$ cat src/rtl/elevator_car_ctrl_if.sv
// Interface bundling the hall-call/car-destination inputs and the car status
// outputs of the elevator car controller.
// master: request/status side (call decoder, passenger-queue logic)
// slave : the car controller itself
interface elevator_car_ctrl_if;
    logic [6:0] up_passenger;
    logic [6:0] down_passenger;
    logic [6:0] car_dest;
    logic       door_hold;
    logic [2:0] cur_floor;
    logic       moving_up;
    logic       moving_down;
    logic       door_open;
    logic [6:0] served_floor;
    logic       served_up;
    logic       served_dn;

    modport master (
        output up_passenger, down_passenger, car_dest, door_hold,
        input  cur_floor, moving_up, moving_down, door_open,
        input  served_floor, served_up, served_dn
    );

    modport slave (
        input  up_passenger, down_passenger, car_dest, door_hold,
        output cur_floor, moving_up, moving_down, door_open,
        output served_floor, served_up, served_dn
    );
endinterface

$ cat src/rtl/elevator_car_ctrl.sv
// Car-motion controller for a 7-floor elevator: LOOK scheduling over the
// up/down hall-call masks and the in-car destination mask, per-floor travel
// timing, door dwell with hold, and one-cycle "served" pulses for the
// passenger-queue logic.
// Optional feature: define PARK_HOME_EN to return an idle car to floor 1
// after PARK_CYCLES consecutive idle cycles.
module elevator_car_ctrl #(
    parameter int MOVE_CYCLES = 8,
    parameter int DOOR_CYCLES = 4,
    parameter int CNT_W       = 8
`ifdef PARK_HOME_EN
    , parameter int PARK_CYCLES = 16
`endif
) (
    input  logic              clk,
    input  logic              reset,
    elevator_car_ctrl_if.slave bus
);

    typedef enum logic [1:0] {S_IDLE, S_MOVE_UP, S_MOVE_DN, S_DOOR} state_t;

    localparam logic [CNT_W-1:0] MOVE_RELOAD = CNT_W'(MOVE_CYCLES - 1);
    localparam logic [CNT_W-1:0] DOOR_RELOAD = CNT_W'(DOOR_CYCLES - 1);

    function automatic logic [6:0] f_onehot(input logic [2:0] f);
        f_onehot = 7'd1 << (f - 3'd1);
    endfunction

    // floors strictly above f
    function automatic logic [6:0] f_above(input logic [2:0] f);
        f_above = 7'h7f << f;
    endfunction

    // floors strictly below f
    function automatic logic [6:0] f_below(input logic [2:0] f);
        f_below = ~(7'h7f << (f - 3'd1));
    endfunction

    state_t           r_state, w_state_nx;
    logic [2:0]       r_floor, w_floor_nx;
    logic             r_dir,   w_dir_nx;     // 1 = up
    logic [CNT_W-1:0] r_timer, w_timer_nx;
    logic [6:0]       r_srv_floor, w_srv_floor_nx;
    logic             r_srv_up, w_srv_up_nx;
    logic             r_srv_dn, w_srv_dn_nx;
`ifdef PARK_HOME_EN
    logic [CNT_W-1:0] r_park_cnt, w_park_cnt_nx;
    logic             r_parking,  w_parking_nx;
`endif

    logic [6:0] w_up, w_dn, w_car, w_req;
    logic       w_here, w_above, w_below;
    logic [2:0] w_sf;          // floor being evaluated for a stop/serve
    logic [6:0] w_sf_oh;
    logic       w_sf_beyond, w_sf_stop;
    logic       w_match, w_flip, w_serve_up, w_serve_dn;

    // request masks and the stop/serve decision for the evaluated floor
    always_comb begin
        w_up    = bus.up_passenger & 7'b0111111;
        w_dn    = bus.down_passenger & 7'b1111110;
        w_car   = bus.car_dest;
        w_req   = w_up | w_dn | w_car;
        w_here  = |(w_req & f_onehot(r_floor));
        w_above = |(w_req & f_above(r_floor));
        w_below = |(w_req & f_below(r_floor));
        // IDLE serves the current floor; a moving car evaluates the floor it is arriving at
        if (r_state == S_MOVE_UP)      w_sf = r_floor + 3'd1;
        else if (r_state == S_MOVE_DN) w_sf = r_floor - 3'd1;
        else                           w_sf = r_floor;
        w_sf_oh     = f_onehot(w_sf);
        w_sf_beyond = r_dir ? |(w_req & f_above(w_sf)) : |(w_req & f_below(w_sf));
        w_sf_stop   = |(w_car & w_sf_oh)
                    | (r_dir ? |(w_up & w_sf_oh) : |(w_dn & w_sf_oh))
                    | (!w_sf_beyond && |(w_req & w_sf_oh));
        w_match     = r_dir ? |(w_up & w_sf_oh) : |(w_dn & w_sf_oh);
        // nothing in the travel direction: turn around and board the opposite call
        w_flip      = !w_match && !w_sf_beyond;
        w_serve_up  = (r_dir && w_match) || (!r_dir && w_flip && |(w_up & w_sf_oh));
        w_serve_dn  = (!r_dir && w_match) || (r_dir && w_flip && |(w_dn & w_sf_oh));
    end

    // next-state logic for the LOOK scheduler, timers and served pulses
    always_comb begin
        w_state_nx     = r_state;
        w_floor_nx     = r_floor;
        w_dir_nx       = r_dir;
        w_timer_nx     = r_timer;
        w_srv_floor_nx = 7'd0;
        w_srv_up_nx    = 1'b0;
        w_srv_dn_nx    = 1'b0;
`ifdef PARK_HOME_EN
        w_park_cnt_nx  = '0;
        w_parking_nx   = r_parking;
`endif
        case (r_state)
            S_IDLE: begin
                if (w_here) begin
                    w_state_nx     = S_DOOR;
                    w_timer_nx     = DOOR_RELOAD;
                    w_srv_floor_nx = w_sf_oh;
                    w_srv_up_nx    = w_serve_up;
                    w_srv_dn_nx    = w_serve_dn;
                    if (w_flip) w_dir_nx = ~r_dir;
                end else if ((r_dir && w_above) || (!r_dir && w_below)) begin
                    w_state_nx = r_dir ? S_MOVE_UP : S_MOVE_DN;
                    w_timer_nx = MOVE_RELOAD;
                end else if (w_above) begin
                    w_dir_nx   = 1'b1;
                    w_state_nx = S_MOVE_UP;
                    w_timer_nx = MOVE_RELOAD;
                end else if (w_below) begin
                    w_dir_nx   = 1'b0;
                    w_state_nx = S_MOVE_DN;
                    w_timer_nx = MOVE_RELOAD;
                end
`ifdef PARK_HOME_EN
                else if (r_floor != 3'd1) begin
                    if (r_park_cnt == CNT_W'(PARK_CYCLES - 1)) begin
                        w_dir_nx     = 1'b0;
                        w_state_nx   = S_MOVE_DN;
                        w_timer_nx   = MOVE_RELOAD;
                        w_parking_nx = 1'b1;
                    end else begin
                        w_park_cnt_nx = r_park_cnt + CNT_W'(1);
                    end
                end
`endif
            end
            S_MOVE_UP, S_MOVE_DN: begin
                if (r_timer != '0) begin
                    w_timer_nx = r_timer - CNT_W'(1);
                end else begin
                    w_floor_nx = w_sf;
                    if (w_sf_stop) begin
                        w_state_nx     = S_DOOR;
                        w_timer_nx     = DOOR_RELOAD;
                        w_srv_floor_nx = w_sf_oh;
                        w_srv_up_nx    = w_serve_up;
                        w_srv_dn_nx    = w_serve_dn;
                        if (w_flip) w_dir_nx = ~r_dir;
`ifdef PARK_HOME_EN
                        w_parking_nx   = 1'b0;
`endif
                    end else if (w_sf_beyond) begin
                        w_timer_nx = MOVE_RELOAD;
                    end
`ifdef PARK_HOME_EN
                    else if (r_parking && (w_req == 7'd0) && (w_sf != 3'd1)) begin
                        w_timer_nx = MOVE_RELOAD;
                    end
`endif
                    else begin
                        w_state_nx = S_IDLE;
`ifdef PARK_HOME_EN
                        w_parking_nx = 1'b0;
`endif
                    end
                end
            end
            S_DOOR: begin
                if (bus.door_hold)        w_timer_nx = DOOR_RELOAD;
                else if (r_timer == '0)   w_state_nx = S_IDLE;
                else                      w_timer_nx = r_timer - CNT_W'(1);
            end
            default: w_state_nx = S_IDLE;
        endcase
    end

    // state and output registers
    always_ff @(posedge clk) begin
        if (reset) begin
            r_state     <= S_IDLE;
            r_floor     <= 3'd1;
            r_dir       <= 1'b1;
            r_timer     <= '0;
            r_srv_floor <= 7'd0;
            r_srv_up    <= 1'b0;
            r_srv_dn    <= 1'b0;
`ifdef PARK_HOME_EN
            r_park_cnt  <= '0;
            r_parking   <= 1'b0;
`endif
        end else begin
            r_state     <= w_state_nx;
            r_floor     <= w_floor_nx;
            r_dir       <= w_dir_nx;
            r_timer     <= w_timer_nx;
            r_srv_floor <= w_srv_floor_nx;
            r_srv_up    <= w_srv_up_nx;
            r_srv_dn    <= w_srv_dn_nx;
`ifdef PARK_HOME_EN
            r_park_cnt  <= w_park_cnt_nx;
            r_parking   <= w_parking_nx;
`endif
        end
    end

    assign bus.cur_floor    = r_floor;
    assign bus.moving_up    = (r_state == S_MOVE_UP);
    assign bus.moving_down  = (r_state == S_MOVE_DN);
    assign bus.door_open    = (r_state == S_DOOR);
    assign bus.served_floor = r_srv_floor;
    assign bus.served_up    = r_srv_up;
    assign bus.served_dn    = r_srv_dn;

endmodule

$ cat src/flat_wrapper.sv
// flat-port wrapper written by rule: the top's interface ports become plain ports
module elevator_car_ctrl_flat 
#(
    parameter int MOVE_CYCLES = 8,
    parameter int DOOR_CYCLES = 4,
    parameter int CNT_W       = 8

)
  (clk, reset, bus_up_passenger, bus_down_passenger, bus_car_dest, bus_door_hold, bus_cur_floor, bus_moving_up, bus_moving_down, bus_door_open, bus_served_floor, bus_served_up, bus_served_dn);
  elevator_car_ctrl_if bus_i ();
  input  logic clk;
  input  logic reset;
  input wire logic [$bits(bus_i.up_passenger)-1:0] bus_up_passenger;
  input wire logic [$bits(bus_i.down_passenger)-1:0] bus_down_passenger;
  input wire logic [$bits(bus_i.car_dest)-1:0] bus_car_dest;
  input wire logic [$bits(bus_i.door_hold)-1:0] bus_door_hold;
  output wire logic [$bits(bus_i.cur_floor)-1:0] bus_cur_floor;
  output wire logic [$bits(bus_i.moving_up)-1:0] bus_moving_up;
  output wire logic [$bits(bus_i.moving_down)-1:0] bus_moving_down;
  output wire logic [$bits(bus_i.door_open)-1:0] bus_door_open;
  output wire logic [$bits(bus_i.served_floor)-1:0] bus_served_floor;
  output wire logic [$bits(bus_i.served_up)-1:0] bus_served_up;
  output wire logic [$bits(bus_i.served_dn)-1:0] bus_served_dn;
  assign bus_i.up_passenger = bus_up_passenger;
  assign bus_i.down_passenger = bus_down_passenger;
  assign bus_i.car_dest = bus_car_dest;
  assign bus_i.door_hold = bus_door_hold;
  assign bus_cur_floor = bus_i.cur_floor;
  assign bus_moving_up = bus_i.moving_up;
  assign bus_moving_down = bus_i.moving_down;
  assign bus_door_open = bus_i.door_open;
  assign bus_served_floor = bus_i.served_floor;
  assign bus_served_up = bus_i.served_up;
  assign bus_served_dn = bus_i.served_dn;
  elevator_car_ctrl #(.MOVE_CYCLES(MOVE_CYCLES), .DOOR_CYCLES(DOOR_CYCLES), .CNT_W(CNT_W)) u_core (.clk(clk), .reset(reset), .bus(bus_i));
endmodule
$ cat config.mk
export PLATFORM = sky130hd
export DESIGN_NAME = elevator_car_ctrl_flat
export DESIGN_NICKNAME = d
export VERILOG_FILES = /design/src/rtl/elevator_car_ctrl_if.sv /design/src/rtl/elevator_car_ctrl.sv /design/src/flat_wrapper.sv
export SDC_FILE = /design/constraint.sdc
export NUM_CORES = 1
export LEC_CHECK = 0
export BUFFER_PORTS_ARGS = -buffer_cell sky130_fd_sc_hd__buf_2
export CAP_MARGIN = 15
export CORE_MARGIN = 4
export CORE_UTILIZATION = 50
export DETAILED_ROUTE_END_ITERATION = 16
export PLACE_DENSITY = 0.72
export REMOVE_ABC_BUFFERS = 1
export SYNTH_ARGS = -nofsm -noshare
export SYNTH_HDL_FRONTEND = slang
export SYNTH_SLANG_ARGS = --single-unit
$ cat constraint.sdc
create_clock -name clk -period 4.55 [get_ports clk]
set_input_delay 0.2275 -clock clk [delete_from_list [all_inputs] [get_ports clk]]
set_output_delay 0.2275 -clock clk [all_outputs]
set_load 0.005 [all_outputs]
==> results of run 1 <==
cells by family after synthesis:
kind of cell | after synthesis | synth area share [%]
AND/OR/NAND/NOR | 117 | 26.4
AO/OA/AOI/OAI | 88 | 29.3
buffers and inverters | 32 | 5.59
adder cells (fa/ha/maj) | 26 | 14.2
flip-flops | 23 | 20.2
multiplexers | 7 | 3.51
XOR/XNOR | 2 | 0.767
flip-flops by register name, summed over array words and instances, names as in the netlist:
signal / cells
u_core.r_dir: 1
u_core.bus.cur_floor: 3
u_core.r_state: 2
u_core.r_timer: 8
u_core.bus.served_up: 1
u_core.bus.served_floor: 7
u_core.bus.served_dn: 1
worst max-delay path: stages (launching register included):
cell     delay (ns)
dfxtp_1        0.46
inv_1          0.15
ha_1           0.37
and2_1         0.17
o31a_1         0.26
ha_1           0.26
nand3_1        0.10
o21ai_0        0.24
nor3_2         0.38
o21ai_1        0.11
a32oi_1        0.62
nor2b_1        0.15
ha_1           0.32
mux2i_1        0.05
and3_1         0.20
or3_1          0.29
power by group:
part           total [W]  internal, W  switching, W
Combinational    0.00160     0.000628      0.000976
Sequential      0.000316     0.000263     0.0000532
Clock           0.000135    0.0000627     0.0000726
Total            0.00206     0.000954       0.00110
through the flow:
| stage | std cells | power, W | setup WS, ns |
|---|---|---|---|
| 2_1_floorplan | 283 | 0.00149 | 0.807 |
| 3_3_place_gp | 375 | 0.00187 | 0.472 |
| 3_5_place_dp | 375 | 0.00188 | 0.417 |
| 4_1_cts | 379 | 0.00202 | 0.396 |
| 5_1_grt | 379 | 0.00223 | 0.0103 |
| 6_report | 379 | 0.00206 | 0.296 |
final timing paths:
path / depth (start not counted) / to / slack (ns) / startpoint
worst max-delay path: 15 / u_core.r_dir / 0.30 / u_core.bus.cur_floor[0]
worst min-delay path: 2 / u_core.bus.cur_floor[1] / 0.34 / reset
worst max register to register: 15 / u_core.r_dir / 0.30 / u_core.bus.cur_floor[0]
worst min register to register: 2 / u_core.r_timer[4] / 0.49 / u_core.r_timer[4]
final cells by class:
cell class              count  area share, %
repair buffers             40           8.24
clock buffers               4           1.77
well taps                  52           2.55
inverters                  20           2.94
flip-flops and latches     23           18.0
multi-input cells         240           66.5
placed cells by master (no fill, tap or decap), drive strengths merged, types with 6 or more instances in the layout:
cell type / netlist / layout
a21oi: 14 / 14
ha: 26 / 26
and3: 6 / 6
o21ai: 18 / 18
nor3: 16 / 16
nand2: 27 / 27
or3: 8 / 8
buf: 3 / 40
dfxtp: 23 / 23
inv: 20 / 20
nor2: 31 / 31
routing by layer:
layer | part of all wire (%) | global-route usage, % | wire (µm) | vias up
met1 | 48 | 32.1 | 2950 | 1101
met3 | 7.9 | 3.03 | 484 | 8
met5 | 0 | 0 | 0 | -
met2 | 43 | 33.2 | 2650 | 113
li1 | - | - | - | 1172
met4 | 1.1 | 5.44 | 70 | 0
==> results.sh, run 1 <==
export IMPL_antenna_found_initial=0
export IMPL_drt_iter0_drc=210
export IMPL_vias_per_cell=6.32
export IMPL_p_leak_nw=1.11
export IMPL_seq_area_frac_synth_pct=20.2
export IMPL_netlist_area_leader_share_pct=20.2
export IMPL_drive_above_1_share_pct=17.7
export IMPL_final_core_util_pct=58.2
export IMPL_grt_overflow=0
export IMPL_syn_area_per_cell_um2=7.74
export IMPL_die_area_mm2=0.00571
export IMPL_place_gp_congestion=0.994
export IMPL_fillers=426
export IMPL_yosysTopAreaCell="dfxtp_1"
export IMPL_portBuffers=36
export IMPL_synth_area_mm2=0.00228
export IMPL_arrival_ns=4.41
export IMPL_grt_pass1_wl_um=9770
export IMPL_n_antenna_cell=0
export IMPL_cts_setup_buffers=0
export IMPL_stdcell_area_mm2=0.00255
export IMPL_cts_repair_resized=0
export IMPL_grt_start_max_net_pins=19
export IMPL_final_antenna_net_count=0
export IMPL_cp_max_fo=7
export IMPL_dpl_instance_area_mm2=0.00251
export IMPL_rows=24
export IMPL_status="finished, final reports clean"
export IMPL_setup_tns_ns=0
export IMPL_fin_nets=378
export IMPL_drt_pass1_iterations=6
export IMPL_synthTopCellsByArea="dfxtp_1 20%, ha_1 14%, nor2_1 4.9%"
export IMPL_core_mm2=0.00438
export IMPL_ys_types=60
export IMPL_drv_slew=0
export IMPL_die_w_um=75.6
export IMPL_synth_most_common_cell="nor2_1"
export IMPL_cp_end_kind="flop"
export IMPL_maxSlewHeadroom_pct=48.7
export IMPL_multi_input_area_mm2=0.00170
export IMPL_finalCritPeriodShare_pct=93.5
export IMPL_grt_use_total_pct=21.8
export IMPL_finalHoldViolCount=0
export IMPL_ys_seq_elements=23
export IMPL_clk_latency_ns=0.27
export IMPL_drt_total_wl_um=6150
export IMPL_synthArstFlopShare_pct=0
export IMPL_rsz0062_at_grt="false"
export IMPL_setup_violations=0
export IMPL_syn2layout_area_growth_pct=11.7
export IMPL_pin_count=39
export IMPL_dp_final_hpwl_um=4720
export IMPL_drc_errors=0
export IMPL_cts_buffers=3
export IMPL_synth_edf_count=0
export IMPL_yosys_warnings=0
export IMPL_netlist_instances=295
export IMPL_finalCriticalPeriod_ns=4.25
export IMPL_register_area_um2=460
export IMPL_die_h_um=75.6
export IMPL_netlist_top_cells_count="30 x nor2_1, 27 x nand2_1, 26 x ha_1"
export IMPL_worstSetupStartpointType="flop"
export IMPL_p_per_area_mw_per_mm2=806
export IMPL_vias=2394
export IMPL_max_freq_mhz=235
export IMPL_finClkSkew_ns=0.00481
export IMPL_cts_root_buf="clkbuf_8"
export IMPL_grt_pass1_vias=2014
export IMPL_clkTransAtPathRegs_ns=0.09
export IMPL_ys_flop_type="dfxtp_1"
export IMPL_ir_drop_mv=0.599
export IMPL_holdWs_ns=0.344
export IMPL_worstSetupPathType="flop to flop"
export IMPL_hold_path_class="primary input to flop"
export IMPL_drv_cap=0
export IMPL_h_tree_depth=1
export IMPL_clockBufferDepth=2
export IMPL_required_ns=4.71
export IMPL_start_util_pct=52.1
export IMPL_cts_tree="done"
export IMPL_cts_sinks=23
export IMPL_tightestPinTransition_ns=0.770
export IMPL_wire_per_inst_um=16.2
export IMPL_cts_hold_buf=0
Note: power is estimated with default switching activity, not from simulation.
==> run 2, diff against run 1 <==
CORE_UTILIZATION = 37   (was 50)
PLACE_DENSITY = 0.56   (was 0.72)
==> run 2 against run 1 <==
Sequential power barely moved. Non-clock buffer count rose by 1. Via count fell by 2.2%. Critical endpoint unchanged. Largest cell class unchanged.
==> results.sh, run 2 (synthesis results as in run 1) <==
export IMPL_fillers=632
export IMPL_core_mm2=0.00596
export IMPL_grt_use_total_pct=18.2
export IMPL_vias=2341
export IMPL_start_util_pct=38.3
export IMPL_die_area_mm2=0.00749
export IMPL_drt_pass1_iterations=4
export IMPL_final_antenna_net_count=0
export IMPL_largest_register_ffs=8
export IMPL_finClkSkew_ns=0.00667
export IMPL_switching_share_pct=53.5
export IMPL_antenna_found_initial=0
export IMPL_hold_path_class="primary input to flop"
export IMPL_maxSlewHeadroom_pct=45.8
export IMPL_largest_register="u_core.r_timer"
export IMPL_path_buf_inv=1
export IMPL_vias_per_cell=5.81
export IMPL_place_gp_congestion=0.893
export IMPL_syn2layout_area_growth_pct=13.7
export IMPL_ir_drop_mv=0.292
export IMPL_drt_total_wl_um=6620
export IMPL_switchingPower_w=0.00111
export IMPL_layout_commonest_cell="buf_2"
export IMPL_cts_sinks=23
export IMPL_setup_tns_ns=0
export IMPL_hold_start="reset"
export IMPL_r2r_start="u_core.bus.cur_floor[0]"
export IMPL_portBuffers=36
export IMPL_cts_root_buf="clkbuf_8"
export IMPL_dp_final_hpwl_um=5180
export IMPL_combinationalPowerShare_pct=78.3
export IMPL_clkPwrFrac_pct=6.4
export IMPL_crit_slowest_cell="o21ai_0"
export IMPL_die_w_um=86.6
export IMPL_seqPwrFrac_pct=15.3
export IMPL_die_h_um=86.6
export IMPL_finalHoldViolCount=0
export IMPL_rsz0062_at_grt="false"
export IMPL_crit_family="compound AO/OA/AOI/OAI gates"
export IMPL_finalCritPeriodShare_pct=92.0
export IMPL_p_leak_nw=1.12
export IMPL_drive_above_1_share_pct=18.6
export IMPL_n_antenna_cell=0
export IMPL_finalCriticalPeriod_ns=4.18
export IMPL_status="finished, final reports clean"
export IMPL_fin_nets=379
export IMPL_cts_buffers=3
export IMPL_clkTransAtPathRegs_ns=0.09
export IMPL_grt_pass1_wl_um=11000
export IMPL_cp_end_kind="flop"
export IMPL_rows=28
export IMPL_max_freq_mhz=239
export IMPL_crit_top_cell="ha_1"
export IMPL_pin_count=39
export IMPL_cp_max_fo=7
export IMPL_h_tree_depth=1
export IMPL_multi_input_area_mm2=0.00170
export IMPL_holdWs_ns=0.355
export IMPL_cts_tree="done"
export IMPL_drt_iter0_drc=299
export IMPL_register_area_um2=460
export IMPL_wire_per_inst_um=16.4
export IMPL_cp_cell_sequence="inv_1 -> ha_1 -> and2_1 -> o31a_1 -> ha_1 -> o21ai_0 -> nor3_2 -> mux2i_1 -> o32ai_1 -> nor2b_1 -> ha_1 -> mux2i_1 -> and3_1 -> or3_1"
export IMPL_grt_pass1_vias=2203
export IMPL_drc_errors=0
export IMPL_worstSetupPathType="flop to flop"
export IMPL_tightestPinTransition_ns=0.804
export IMPL_drv_slew=0
export IMPL_worstSetupStartpointType="flop"
export IMPL_grt_overflow=0
export IMPL_intPower_w=0.000968
export IMPL_drv_cap=0
export IMPL_clk_latency_ns=0.27
export IMPL_p_per_area_mw_per_mm2=802
export IMPL_arrival_ns=4.35
export IMPL_worstSetupStartpoint="u_core.bus.cur_floor[0]"
export IMPL_setup_violations=0
export IMPL_grt_start_max_net_pins=19
export IMPL_critPathMaxStageDelay_ns=0.67
export IMPL_clockBufferDepth=2
export IMPL_final_cell_mix="36 x buf_2, 30 x nor2_1, 27 x nand2_1"
export IMPL_required_ns=4.71
-- run 2: changes by cell type in the layout (fill, tap and decap cells not counted), sizes merged --
cell,before,now
buf,40,41
clkbuf,4,3
clkinv,0,1
-- run 2: routing by layer --
metal	vias up	wire length (µm)	global-route usage (%)
met5	-	0	0
met4	0	97	4.96
met3	8	469	2.95
met2	74	2830	26.9
met1	1091	3230	27.1
li1	1168	-	-
-- run 2: what timing repair did --
item,4_1_cts,5_1_grt
gates resized for setup,0,1
buffers inserted,0,0
endpoints found under the setup margin,0,1
hold buffers,0,0
-- run 2: power by group through the flow --
stage          clock (W)  combinational, W  sequential (W)
5_1_grt         0.000146           0.00181        0.000328
3_5_place_dp           0           0.00160        0.000323
3_3_place_gp           0           0.00159        0.000321
6_report        0.000133           0.00163        0.000318
2_1_floorplan          0           0.00117        0.000316
4_1_cts         0.000137           0.00161        0.000318
-- run 2: area by class of cell --
type	instances	area share [%]
clock buffer	3	1.59
clock inverter	1	0.193
inverter	20	2.89
multi-input combinational	240	65.6
sequential	23	17.7
tap	75	3.61
timing repair buffer	41	8.39
-- run 2: final timing paths --
| kind | end | depth (start not counted) | slack [ns] |
|---|---|---|---|
| worst max-delay path | u_core.r_dir | 14 | 0.37 |
| worst min-delay path | u_core.bus.cur_floor[1] | 2 | 0.36 |
| worst max register to register | u_core.r_dir | 14 | 0.37 |
| worst min register to register | u_core.r_timer[4] | 2 | 0.49 |
-- run 2: metrics by stage --
stage / total power [W] / cell area [µm²] / util [%] / std cells / setup slack (ns)
finish: 0.00208 / 2600 / 43.6 / 403 / 0.365
global route: 0.00229 / 2600 / 43.6 / 403 / 0.0549
CTS: 0.00207 / 2590 / 43.5 / 403 / 0.396
detailed placement: 0.00192 / 2540 / 42.7 / 399 / 0.433
global placement: 0.00191 / 2540 / 42.7 / 399 / 0.436
floorplan: 0.00149 / 2230 / - / 283 / 0.807
-- run 2: worst register-to-register path, stage by stage, from the launching register on --
cell and delay [ns]:
dfxtp_1 0.45, inv_1 0.17, ha_1 0.39, and2_1 0.18, o31a_1 0.25, ha_1 0.26
o21ai_0 0.68, nor3_2 0.18, mux2i_1 0.20, o32ai_1 0.37, nor2b_1 0.22, ha_1 0.16
mux2i_1 0.06, and3_1 0.20, or3_1 0.30
==> run 3, diff against run 2 <==
ABC_AREA = 1   (was unset)
CAP_MARGIN = 10   (was 15)
==> run 3 against run 2 <==
Utilization is 0.11 points lower. Synthesized cell count up 33%. Via count is 5.9% higher. Final cell count increased by 24%. Critical endpoint is now u_core.r_timer[7].
==> results.sh, run 3 <==
export IMPL_grt_use_total_pct=17.4
export IMPL_critPathMaxStageDelay_ns=0.41
export IMPL_clockBufferDepth=2
export IMPL_fillers=662
export IMPL_status="finished, final reports clean"
export IMPL_drc_errors=0
export IMPL_pin_count=39
export IMPL_clk_latency_ns=0.27
export IMPL_ys_types=32
export IMPL_drv_cap=0
export IMPL_yosysTopAreaCell="dfxtp_1"
export IMPL_finalHoldViolCount=0
export IMPL_final_antenna_net_count=0
export IMPL_core_mm2=0.00603
export IMPL_finalCritPeriodShare_pct=79.4
export IMPL_cts_buffers=3
export IMPL_cp_max_fo=12
export IMPL_grt_pass1_vias=2252
export IMPL_ys_seq_elements=23
export IMPL_n_antenna_cell=0
export IMPL_dpl_instance_area_mm2=0.00257
export IMPL_syn2layout_area_growth_pct=11.9
export IMPL_h_tree_depth=1
export IMPL_tightestPinTransition_ns=0.839
export IMPL_fin_nets=476
export IMPL_worstSetupPathType="flop to flop"
export IMPL_antenna_found_initial=0
export IMPL_netlist_instances=392
export IMPL_seq_area_frac_synth_pct=19.7
export IMPL_synthTopCellsByArea="dfxtp_1 20%, nand2_1 16%, ha_1 14%"
export IMPL_dp_final_hpwl_um=5140
export IMPL_required_ns=4.76
export IMPL_cts_setup_buffers=0
export IMPL_vias_per_cell=4.96
export IMPL_cts_repair_resized=0
export IMPL_drive_above_1_share_pct=12.9
export IMPL_drv_slew=0
export IMPL_synth_most_common_cell="nand2_1"
export IMPL_drt_pass1_iterations=4
export IMPL_crit_top_cell="nor2_1"
export IMPL_grt_overflow=0
export IMPL_die_h_um=87.5
export IMPL_largest_register_ffs=8
export IMPL_final_cell_mix="101 x nand2_1, 59 x inv_1, 55 x nor2_1"
export IMPL_finClkSkew_ns=0.00935
export IMPL_synthArstFlopShare_pct=0
export IMPL_rsz0062_at_grt="false"
export IMPL_start_util_pct=38.8
export IMPL_arrival_ns=3.82
export IMPL_cp_cell_sequence="inv_1 -> ha_1 -> nor2_1 -> xor2_1 -> inv_1 -> ha_1 -> inv_1 -> nand3_4 -> nand2_4 -> nor2_1 -> nand2_1 -> nand2_1 -> nor2_1 -> nand2_1 -> a21oi_2 -> nand3_2 -> nand2_2 -> o21ai_2 -> nor2_1"
export IMPL_maxSlewHeadroom_pct=44.0
export IMPL_crit_slowest_cell="dfxtp_1"
export IMPL_yosys_warnings=0
export IMPL_path_buf_inv=3
export IMPL_setup_violations=0
export IMPL_wire_per_inst_um=12.8
export IMPL_synth_area_mm2=0.00234
export IMPL_place_gp_congestion=0.888
export IMPL_grt_start_max_net_pins=14
export IMPL_grt_pass1_wl_um=10700
export IMPL_vias=2479
export IMPL_crit_family="simple AND/OR/NAND/NOR gates"
export IMPL_syn_area_per_cell_um2=5.97
export IMPL_cts_tree="done"
export IMPL_drt_iter0_drc=163
export IMPL_netlist_top_cells_count="101 x nand2_1, 59 x inv_1, 55 x nor2_1"
export IMPL_netlist_area_leader_share_pct=19.7
export IMPL_synth_edf_count=0
export IMPL_portBuffers=36
export IMPL_rows=28
export IMPL_worstSetupStartpointType="flop"
export IMPL_cts_hold_buf=0
export IMPL_cp_end_kind="flop"
export IMPL_stdcell_area_mm2=0.00262
export IMPL_cts_sinks=23
export IMPL_ys_flop_type="dfxtp_1"
export IMPL_die_area_mm2=0.00766
export IMPL_die_w_um=87.5
export IMPL_cts_root_buf="clkbuf_8"
export IMPL_layout_commonest_cell="nand2_1"
export IMPL_clkTransAtPathRegs_ns=0.09
export IMPL_hold_path_class="primary input to flop"
export IMPL_setup_tns_ns=0
export IMPL_finalCriticalPeriod_ns=3.61
export IMPL_max_freq_mhz=277
export IMPL_largest_register="u_core.r_timer"
export IMPL_drt_total_wl_um=6420
## run 3: through the flow
stage	worst slack, ns	hold WS [ns]	instances	util (%)
detailed placement	0.953	0.474	496	42.7
finish	0.939	0.196	500	43.5
CTS	0.933	0.194	500	43.5
floorplan	1.64	0.327	385	-
global route	0.593	0.201	500	43.5
global placement	1.01	0.468	496	42.7
## run 3: final cells by class
cell class	count	area (µm²)	share of cell area [%]
multi-input combinational	300	1610	61.3
sequential	23	460	17.6
inverter	62	233	8.88
timing repair buffer	36	180	6.88
tap	75	93.8	3.58
clock buffer	3	41.3	1.58
clock inverter	1	5.00	0.191
## run 3: final timing paths
check / from / to / slack, ns / depth (start not counted)
worst max-delay path: u_core.r_state[1] / u_core.r_timer[7] / 0.94 / 19
worst min-delay path: reset / u_core.bus.cur_floor[0] / 0.20 / 3
worst max register to register: u_core.r_state[1] / u_core.r_timer[7] / 0.94 / 19
worst min register to register: u_core.r_timer[1] / u_core.r_timer[1] / 0.49 / 2
## run 3: worst reg2reg max path, stage by stage, from the launching register on
cell	delay, ns
dfxtp_1	0.41
inv_1	0.10
ha_1	0.29
nor2_1	0.15
xor2_1	0.40
inv_1	0.17
ha_1	0.27
inv_1	0.12
nand3_4	0.15
nand2_4	0.18
nor2_1	0.10
nand2_1	0.08
nand2_1	0.05
nor2_1	0.11
nand2_1	0.11
a21oi_2	0.20
nand3_2	0.22
nand2_2	0.19
o21ai_2	0.11
nor2_1	0.13
## run 3: cell families (layout without fill, tap and decap cells)
group	after synthesis	count (layout)	share of synthesized area [%]
buffers and inverters	69	102	11.7
xor gates and xnor gates	2	2	0.748
adders and majority gates	26	26	13.9
and+or+nand+nor	226	226	42.7
DFF	23	23	19.7
AOI/OAI and AO/OA	46	46	11.3
## run 3: layer usage
layer / vias to the layer above / GRT usage, % / share of wire (%)
li1: 1332 / - / -
met1: 1073 / 25.8 / 52
met2: 67 / 26.4 / 42
met3: 7 / 3.01 / 5.7
met4: 0 / 3.21 / 0.95
met5: - / 0 / 0
Power of run 3 is not shown: default switching activity piles up to over one toggle a cycle in this logic, so the estimate is an artifact.
